==> src/rtl/microc_pila.sv <==
// Single-cycle CPU datapath: PC, regfile, ALU, write-back mux and return-address stack (MICROC_R0_ZERO_EN: r0 hard-wired 0).
// All state updates on the clock edge after inputs settle; no stalls, one instruction per cycle.
module microc_pila #(
   parameter int DW     = 8,
   parameter int PCW    = 10,
   parameter int RAW    = 4,
   parameter int IW     = 16,
   parameter int SDEPTH = 4
) (
   input  logic                      clk,
   input  logic                      reset,
   input  logic [IW-1:0]             instr,
   input  logic                      s_skip,
   input  logic                      s_inc,
   input  logic                      s_inm,
   input  logic                      we,
   input  logic [2:0]                ALUOp,
   input  logic                      s_call,
   input  logic                      s_ret,
   output logic [PCW-1:0]            pc,
   output logic [5:0]                opcode,
   output logic                      zero,
   output logic                      carry,
   output logic [$clog2(SDEPTH):0]   stk_level,
   output logic                      stk_err
);

   localparam int NREG = 2**RAW;
   localparam int LW   = $clog2(SDEPTH) + 1;
   localparam int SAW  = LW - 1;

   logic [PCW-1:0] pc_q, pc_d;
   logic [DW-1:0]  regs_q [NREG];
   logic [DW-1:0]  regs_d [NREG];
   logic [PCW-1:0] stk_q [SDEPTH];
   logic [PCW-1:0] stk_d [SDEPTH];
   logic [LW-1:0]  lvl_q, lvl_d;
   logic           err_q, err_d;
   logic           zero_q, zero_d;
   logic           carry_q, carry_d;

   logic [PCW-1:0] target, pc_one, pc_inc, pc_skip;
   logic [RAW-1:0] ra1, ra2, wa3;
   logic [DW-1:0]  imm, rd1, rd2, alu_y, wd3;
   logic           alu_c;
   logic [DW:0]    sum, one_w;
   logic [LW-1:0]  lvl_m1;
   logic           stk_full, stk_empty;

   assign target  = instr[PCW-1:0];
   assign ra1     = instr[RAW-1:0];
   assign ra2     = instr[2*RAW-1:RAW];
   assign wa3     = instr[3*RAW-1:2*RAW];
   assign imm     = instr[DW+RAW-1:RAW];
   assign rd1     = regs_q[ra1];
   assign rd2     = regs_q[ra2];
   assign one_w   = {{DW{1'b0}}, 1'b1};
   assign pc_one  = {{(PCW-1){1'b0}}, 1'b1};
   assign pc_skip = {{(PCW-1){1'b0}}, s_skip};
   assign pc_inc  = pc_q + pc_one;
   assign lvl_m1  = lvl_q - LW'(1);
   assign stk_full  = (lvl_q == LW'(SDEPTH));
   assign stk_empty = (lvl_q == '0);

   // Subtraction and negation share the adder so carry is the true DW-bit carry-out.
   always_comb begin
      sum   = '0;
      alu_y = rd1;
      alu_c = 1'b0;
      case (ALUOp)
         3'b000: alu_y = rd1;
         3'b001: alu_y = ~rd1;
         3'b010: begin
            sum = {1'b0, rd1} + {1'b0, rd2};
            {alu_c, alu_y} = sum;
         end
         3'b011: begin
            sum = {1'b0, rd1} + {1'b0, ~rd2} + one_w;
            {alu_c, alu_y} = sum;
         end
         3'b100: alu_y = rd1 & rd2;
         3'b101: alu_y = rd1 | rd2;
         3'b110: begin
            sum = {1'b0, ~rd1} + one_w;
            {alu_c, alu_y} = sum;
         end
         default: begin
            sum = {1'b0, ~rd2} + one_w;
            {alu_c, alu_y} = sum;
         end
      endcase
   end

   assign wd3 = s_inm ? imm : alu_y;

   always_comb begin
      pc_d  = pc_inc;
      lvl_d = lvl_q;
      err_d = err_q;
      stk_d = stk_q;
      if (s_call && s_ret) begin
         err_d = 1'b1;
      end else if (s_ret) begin
         if (!stk_empty) begin
            pc_d  = stk_q[lvl_m1[SAW-1:0]];
            lvl_d = lvl_m1;
         end else begin
            err_d = 1'b1;
         end
      end else if (s_call) begin
         if (!stk_full) begin
            stk_d[lvl_q[SAW-1:0]] = pc_inc;
            pc_d  = target;
            lvl_d = lvl_q + LW'(1);
         end else begin
            err_d = 1'b1;
         end
      end else if (s_inc) begin
         pc_d = pc_inc + pc_skip;
      end else begin
         pc_d = pc_q + target;
      end
   end

   always_comb begin
      regs_d  = regs_q;
      zero_d  = zero_q;
      carry_d = carry_q;
`ifdef MICROC_R0_ZERO_EN
      if (we && (wa3 != '0)) regs_d[wa3] = wd3;
`else
      if (we) regs_d[wa3] = wd3;
`endif
      if (we && !s_inm) begin
         zero_d  = (alu_y == '0);
         carry_d = alu_c;
      end
   end

   always_ff @(posedge clk or negedge reset) begin
      if (!reset) begin
         pc_q    <= '0;
         regs_q  <= '{default: '0};
         stk_q   <= '{default: '0};
         lvl_q   <= '0;
         err_q   <= 1'b0;
         zero_q  <= 1'b0;
         carry_q <= 1'b0;
      end else begin
         pc_q    <= pc_d;
         regs_q  <= regs_d;
         stk_q   <= stk_d;
         lvl_q   <= lvl_d;
         err_q   <= err_d;
         zero_q  <= zero_d;
         carry_q <= carry_d;
      end
   end

   assign pc        = pc_q;
   assign opcode    = instr[IW-1:IW-6];
   assign zero      = zero_q;
   assign carry     = carry_q;
   assign stk_level = lvl_q;
   assign stk_err   = err_q;

endmodule

==> config.mk <==
export PLATFORM = sky130hd
export DESIGN_NAME = microc_pila
export DESIGN_NICKNAME = d
export VERILOG_FILES = /design/src/rtl/microc_pila.sv
export SDC_FILE = /design/constraint.sdc
export NUM_CORES = 1
export LEC_CHECK = 0
export CORE_UTILIZATION = 25
export CTS_BUF_LIST = sky130_fd_sc_hd__clkbuf_4 sky130_fd_sc_hd__clkbuf_8
export CTS_CLUSTER_DIAMETER = 80
export DETAILED_ROUTE_END_ITERATION = 8
export PLACE_DENSITY_LB_ADDON = 0.25
export SYNTH_ARGS = -nofsm -noshare
export SYNTH_HDL_FRONTEND = slang
export SYNTH_SLANG_ARGS = --single-unit
==> constraint.sdc <==
create_clock -name clk -period 4 [get_ports clk]
set_input_delay 1 -clock clk [delete_from_list [all_inputs] [get_ports clk]]
set_output_delay 1 -clock clk [all_outputs]
set_load 0.01 [all_outputs]
==> results of run 1 <==
-- stage by stage --
stage / util [%] / hold WS, ns / worst slack [ns]
floorplan: - / 0.459 / -0.548
global placement: 30.7 / 0.469 / -1.04
detailed placement: 30.7 / 0.465 / -1.16
CTS: 33.1 / 0.492 / -0.367
global route: 33.9 / 0.537 / -0.499
finish: 33.9 / 0.488 / -0.358
-- power groups by stage --
| stage | registers (W) | logic, W | clock network (W) |
|---|---|---|---|
| 5_1_grt | 0.00321 | 0.00588 | 0.00152 |
| 2_1_floorplan | 0.00295 | 0.00317 | 0 |
| 3_5_place_dp | 0.00314 | 0.00473 | 0 |
| 4_1_cts | 0.00311 | 0.00510 | 0.00146 |
| 6_report | 0.00312 | 0.00538 | 0.00142 |
| 3_3_place_gp | 0.00312 | 0.00469 | 0 |
-- repair_timing --
action / 4_1_cts / 5_1_grt
endpoints found under the setup margin: 104 / 105
setup buffers: 35 / 14
pin swaps: 33 / 45
gates cloned: 6 / 2
resized for setup: 75 / 84
-- worst reg2reg max path, delay by kind of cell (launching register included) --
| family | cells | cell delay, ns |
|---|---|---|
| multiplexers | 4 | 1.63 |
| AO/OA/AOI/OAI | 5 | 1.10 |
| flip-flops | 1 | 0.42 |
| AND/OR/NAND/NOR | 2 | 0.39 |
| buffers and inverters | 2 | 0.27 |
| adder cells (fa/ha/maj) | 1 | 0.15 |
-- cell usage in the layout, fill, tap and decap left out, types with 21 or more instances in the layout --
| cell | instances |
|---|---|
| mux4_2 | 71 |
| ha_1 | 35 |
| nand2_1 | 78 |
| mux2i_1 | 21 |
| clkdlybuf4s50_1 | 31 |
| a21oi_1 | 101 |
| inv_1 | 32 |
| o21ai_0 | 38 |
| xnor2_1 | 24 |
| mux2_4 | 27 |
| buf_4 | 183 |
| dfrtp_1 | 184 |
| buf_12 | 23 |
| nor2_1 | 128 |
-- worst paths after layout --
path / endpoint / slack [ns] / depth (start not counted)
min in group asynchronous: stk_q[33] / 0.53 / 1
worst min-delay path: stk_err / 0.49 / 1
worst max-delay path: regs_q[109] / -0.36 / 18
max in group asynchronous: stk_q[11] / 2.53 / 2
worst min register to register: stk_err / 0.49 / 1
worst max register to register: regs_q[109] / -0.09 / 14
-- registers in the layout (all words and copies together) (netlist names) --
signal	flops
regs_q	128
stk_err	1
stk_level	3
stk_q	40
pc	10
zero	1
carry	1
-- synthesized netlist by cell type, drive strengths merged, types with 5 or more instances --
cell	instances	area share, %
dfrtp	184	39
nor2	131	4.1
a21oi	120	5.0
nand2	81	2.6
mux4	78	15
o21ai	71	3.0
clkbuf	58	1.8
ha	48	5.0
mux2	44	4.3
inv	43	1.4
buf	29	1.6
mux2i	24	2.0
xnor2	24	1.8
nor3	19	0.80
nand3	16	0.67
xor2	15	1.1
a22oi	14	0.92
a211oi	12	0.75
nor2b	12	0.63
and2	10	0.52
o31ai	10	0.63
a221oi	8	0.69
nand2b	8	0.42
a21o	7	0.44
a31oi	7	0.37
a2111oi	5	0.37
and3	5	0.26
nand4	5	0.26
o21a	5	0.31
o21bai	5	0.31
o22ai	5	0.26
or3	5	0.30
-- metal layers --
layer  up-vias  part of all wire (%)  GRT usage (%)
li1       4633                     -              -
met1      5067                    45           23.5
met2       239                    48           27.8
met3        44                   4.5           2.54
met4         0                   2.3           5.41
met5         -                     0              0
-- cells by family after synthesis --
group,synth area share (%)
simple gates,11.7
mux,21.2
compound gates,15.2
xor+xnor,2.86
fa+ha+maj,5.53
flops,38.6
buf+inv,4.84
-- area by class of cell --
type	count	area, sq um
sequential	184	4600
clock buffer	20	263
inverter	44	165
timing repair buffer	263	2510
tap	607	759
clock inverter	12	163
fill	4762	31000
multi-input combinational	844	7430
==> flow_summary.yaml, run 1 <==
outcome:
  status: "finished with violations"
  violations: "DRC, setup timing"
grt:
  grt_overflow: 0
  grt_pass1_vias: 9989
  antenna_found_initial: 0
  track_usage_pct: 17.1
  grt_max_degree: 93
  grt_pass1_wl_mm: 62.3
job:
  max_cap_violations: 0
clock_tree:
  cts_buffer_depth: 2
  clkLatencyLatePin_ns: 0.52
  clk_pin_slew_worst_paths_ns: 0.10
  cts_tree: "done"
  cts_made_buffers: 17
  htreeDepth: 4
  cts.root.buffer_cell: "clkbuf_8"
  cts_hold_buf: 0
  cts_sinks: 184
placement:
  portBuffers: 40
  dp_hpwl_mm: 27.9
  gp_congestion: 0.865
  dp_cells: 1892
  place_area_sq_um: 14400
setup_path:
  crit_start: "instr[4]"
  path_delay_family: "multiplexers"
  critPathMostFrequentCell: "buf_12"
  crit_chain: "buf_12, buf_12, mux4_2, mux2i_1, mux2i_1, inv_2, ha_4, buf_4, a211oi_2, buf_4, nor3_1, o21bai_1, a21oi_1, nor4_2, o311ai_4, buf_12, mux2_4, mux2_2"
  end_kind: "register"
  startpoint_type: "primary input"
  path_buf_inv: 6
  slowest_delay_ns: 0.50
  path_max_fanout: 8
  cp.required_ns: 4.40
  crit_slowest_cell: "mux4_2"
  timing.rr.start: "regs_q[24]"
  setup.worst_path.class: "in -> reg"
  crit_arrival_ns: 4.75
yosys:
  synth.avg_cell_area_sq_um: 10.3
  syn-num-nets: 1235
  synth_edf_count: 0
  ys_types: 69
  ys_seq_area_share_pct: 38.6
  netlist_area_sq_um: 11900
  syn-instance-count: 1157
  synth_ff_type: "dfrtp_1"
  ys_seq_elements: 184
  async_flop_share_pct: 100
  yosys_warnings: 0
power_and_ir_drop:
  ir_drop_mv: 0.303
  swShare_pct: 39.0
  internal_power_w: 0.00605
  p_sw_w: 0.00387
  power_density_nw_per_um2: 624
  comb_power_share_pct: 54.3
  seqPwrFrac_pct: 31.4
  p_leak_nw: 6.68
  power_w: 0.00992
  p_clk_share_pct: 14.3
final_layout:
  final_layout_size_suffix_gt1_share_pct: 36.1
  final_cell_area_sq_um: 15900
  nets: 1432
  diodes: 0
  syn_to_final_growth_pct: 33.2
  instances_no_fill: 1974
timing:
  tns_ns: -13.02
  clock_skew_ns: 0.0211
  rsz0062_at_grt: "yes"
  relSlewSlack_pct: 34.3
  finalCriticalPeriod_ns: 4.36
  drv_slew: 0
  tightestPinTransition_ns: 0.986
  fmax_mhz: 229
  post-route-period-util_pct: 109
  setup_viol: 65
  worst_slack_ns: -0.358
  hold_viol: 0
route:
  finalWirelength_mm: 40.7
  drtIter0Drc: 605
  postRouteAntennaNets: 0
  post_drt_wl_per_cell_um: 20.6
  vias_per_cell: 5.06
  vias: 9983
  drt_pass1_iterations: 7
  drc: 4
floorplan:
  ios: 49
  design.core.area_sq_um: 46900
  dieArea_sq_um: 48600
  die_h_um: 221
  placementRows: 79
  fp.dieW_um: 221
  start_util_pct: 25.5
worst_hold_path:
  hold_start: "stk_err"
  worst_hold_path_type: "reg -> reg"
Note: power is estimated with default switching activity, not from simulation.
==> run 2: changes to the inputs <==
CORE_ASPECT_RATIO = 1.5   (was not set)
CORE_MARGIN = 2   (was not set)
SLEW_MARGIN = 20   (was not set)
==> run 2 against run 1 <==
  * The flow finishes with violations (setup timing)
  * Critical path depth is 2 lower
  * Sequential power hardly changed
  * Global-route usage hardly changed
  * Die area is 1.9% higher
  * Register-to-register slack better by 0.06 ns
  * Flip-flop and latch count stayed put
  * Via count is 0.23% lower
  * Core utilization hardly changed
  * Total power is 1.9% higher
  * Combinational power is 4% higher
  * Largest power group unchanged
==> flow_summary.yaml, run 2 (synthesized netlist as in run 1, its figures left out) <==
route:
  vias: 9960
  postRouteAntennaNets: 0
  vias_per_cell: 5.03
  drc: 0
  drtIter0Drc: 465
  drt_pass1_iterations: 5
  finalWirelength_mm: 41.9
  post_drt_wl_per_cell_um: 21.2
floorplan:
  dieArea_sq_um: 49500
  fp.dieW_um: 182
  placementRows: 98
  start_util_pct: 25.2
  ios: 49
  die_h_um: 272
  design.core.area_sq_um: 47500
setup_path:
  end_kind: "register"
  path_buf_inv: 6
  reg2reg_depth: 14
  crit_slowest_cell: "mux4_2"
  path_delay_family: "multiplexers"
  setup.worst_path.class: "in -> reg"
  crit_chain: "buf_12, buf_12, buf_12, mux4_2, mux4_2, inv_2, ha_4, inv_2, a221o_1, o211ai_1, a21oi_2, nor4_4, o311ai_4, buf_12, mux2_4, mux2_4"
  critPathMostFrequentCell: "buf_12"
  startpoint_type: "primary input"
  path_max_fanout: 8
  crit_arrival_ns: 4.67
  slowest_delay_ns: 0.57
  cp.required_ns: 4.39
  worstSetupPathDepth: 16
timing:
  drv_slew: 0
  tightestPinTransition_ns: 0.874
  setup_viol: 63
  finalCriticalPeriod_ns: 4.28
  hold-worst-slack_ns: 0.509
  relSlewSlack_pct: 41.5
  fmax_mhz: 234
  hold_viol: 0
  clock_skew_ns: 0.0221
  rsz0062_at_grt: "yes"
  worst_slack_ns: -0.277
  post-route-period-util_pct: 107
clock_tree:
  htreeDepth: 4
  cts.root.buffer_cell: "clkbuf_8"
  cts_hold_buf: 0
  clk_pin_slew_worst_paths_ns: 0.10
  cts_made_buffers: 17
  cts_buffer_depth: 2
  clkLatencyLatePin_ns: 0.51
  cts_tree: "done"
  cts_sinks: 184
power_and_ir_drop:
  p_leak_nw: 6.77
  ir_drop_mv: 0.409
  p_sw_w: 0.00396
  internal_power_w: 0.00614
  seqPwrFrac_pct: 30.8
  swShare_pct: 39.2
  p_clk_share_pct: 14.1
  comb_power_share_pct: 55.1
  power_density_nw_per_um2: 627
placement:
  dp_hpwl_mm: 29.9
  gp_congestion: 0.889
  post-place-ws_ns: -1.24
  portBuffers: 40
grt:
  antenna_found_initial: 0
  grt_overflow: 0
  track_usage_pct: 17.1
  grt_max_degree: 78
  grt_pass1_vias: 10600
  grt_pass1_wl_mm: 63.9
final_layout:
  multi_input_area_sq_um: 7490
  largest_reg_flops: 128
  fill_cells: 4763
  top_register: "regs_q"
  final_common_cell: "buf_4"
  fin_util_pct: 34.0
  final-seq-area_sq_um: 4600
  final_layout_size_suffix_gt1_share_pct: 38.1
  nets: 1447
  layout_common_cells: "buf_4 (198), dfrtp_1 (184), nor2_1 (127)"
  syn_to_final_growth_pct: 35.0
  diodes: 0
worst_hold_path:
  worst_hold_path_type: "in -> async"
outcome:
  violations: "setup timing"
  status: "finished with violations"
job:
  max_cap_violations: 0
-- run 2: per-stage QoR --
stage	area, sq um	cells	power [W]	TNS, ns
6_report	16100	1981	0.0101	-11.43
5_1_grt	16100	1981	0.0108	-17.22
4_1_cts	15800	1964	0.00995	-10.56
3_5_place_dp	14500	1900	0.00804	-121.11
3_3_place_gp	14500	1900	0.00797	-124.92
2_1_floorplan	12200	1157	0.00612	-27.13
-- run 2: power groups by stage --
| stage | combinational (W) | clock [W] | sequential, W |
|---|---|---|---|
| final | 0.00557 | 0.00142 | 0.00312 |
| after global routing | 0.00608 | 0.00154 | 0.00319 |
| after floorplan | 0.00317 | 0 | 0.00295 |
| after detailed placement | 0.00490 | 0 | 0.00314 |
| after CTS | 0.00537 | 0.00147 | 0.00311 |
| after global placement | 0.00485 | 0 | 0.00312 |
-- run 2: repair_timing --
item                                    in CTS  in global routing
endpoints found under the setup margin     116                103
pin swaps                                   56                 44
gates cloned                                 8                  3
gates resized for setup                    116                 73
setup buffers                               26                 19
-- run 2: path summary, 6_finish.rpt --
path / from / end / slack, ns
hold reg to reg: stk_q[31] / stk_q[31] / 0.51
setup / recovery: instr[4] / regs_q[93] / -0.28
max in group asynchronous: reset / pc[0] / 2.55
setup reg to reg: regs_q[32] / regs_q[93] / -0.03
min in group clk: stk_q[31] / stk_q[31] / 0.51
hold / removal: reset / stk_q[8] / 0.51
-- run 2: per-layer routing --
layer,share of wire (%),global-route usage [%],vias up
met5,0,0,-
met4,5.0,8.30,0
met3,2.8,2.03,93
met2,54,31.9,233
met1,39,19.1,4971
li1,-,-,4663
-- run 2: cell type report --
class	count	area share, %
Clock inverter	12	1.09
Inverter	44	1.07
Sequential cell	184	28.6
Multi-Input combinational cell	844	46.5
Clock buffer	19	1.58
Tap cell	600	4.66
Timing Repair Buffer	278	16.5
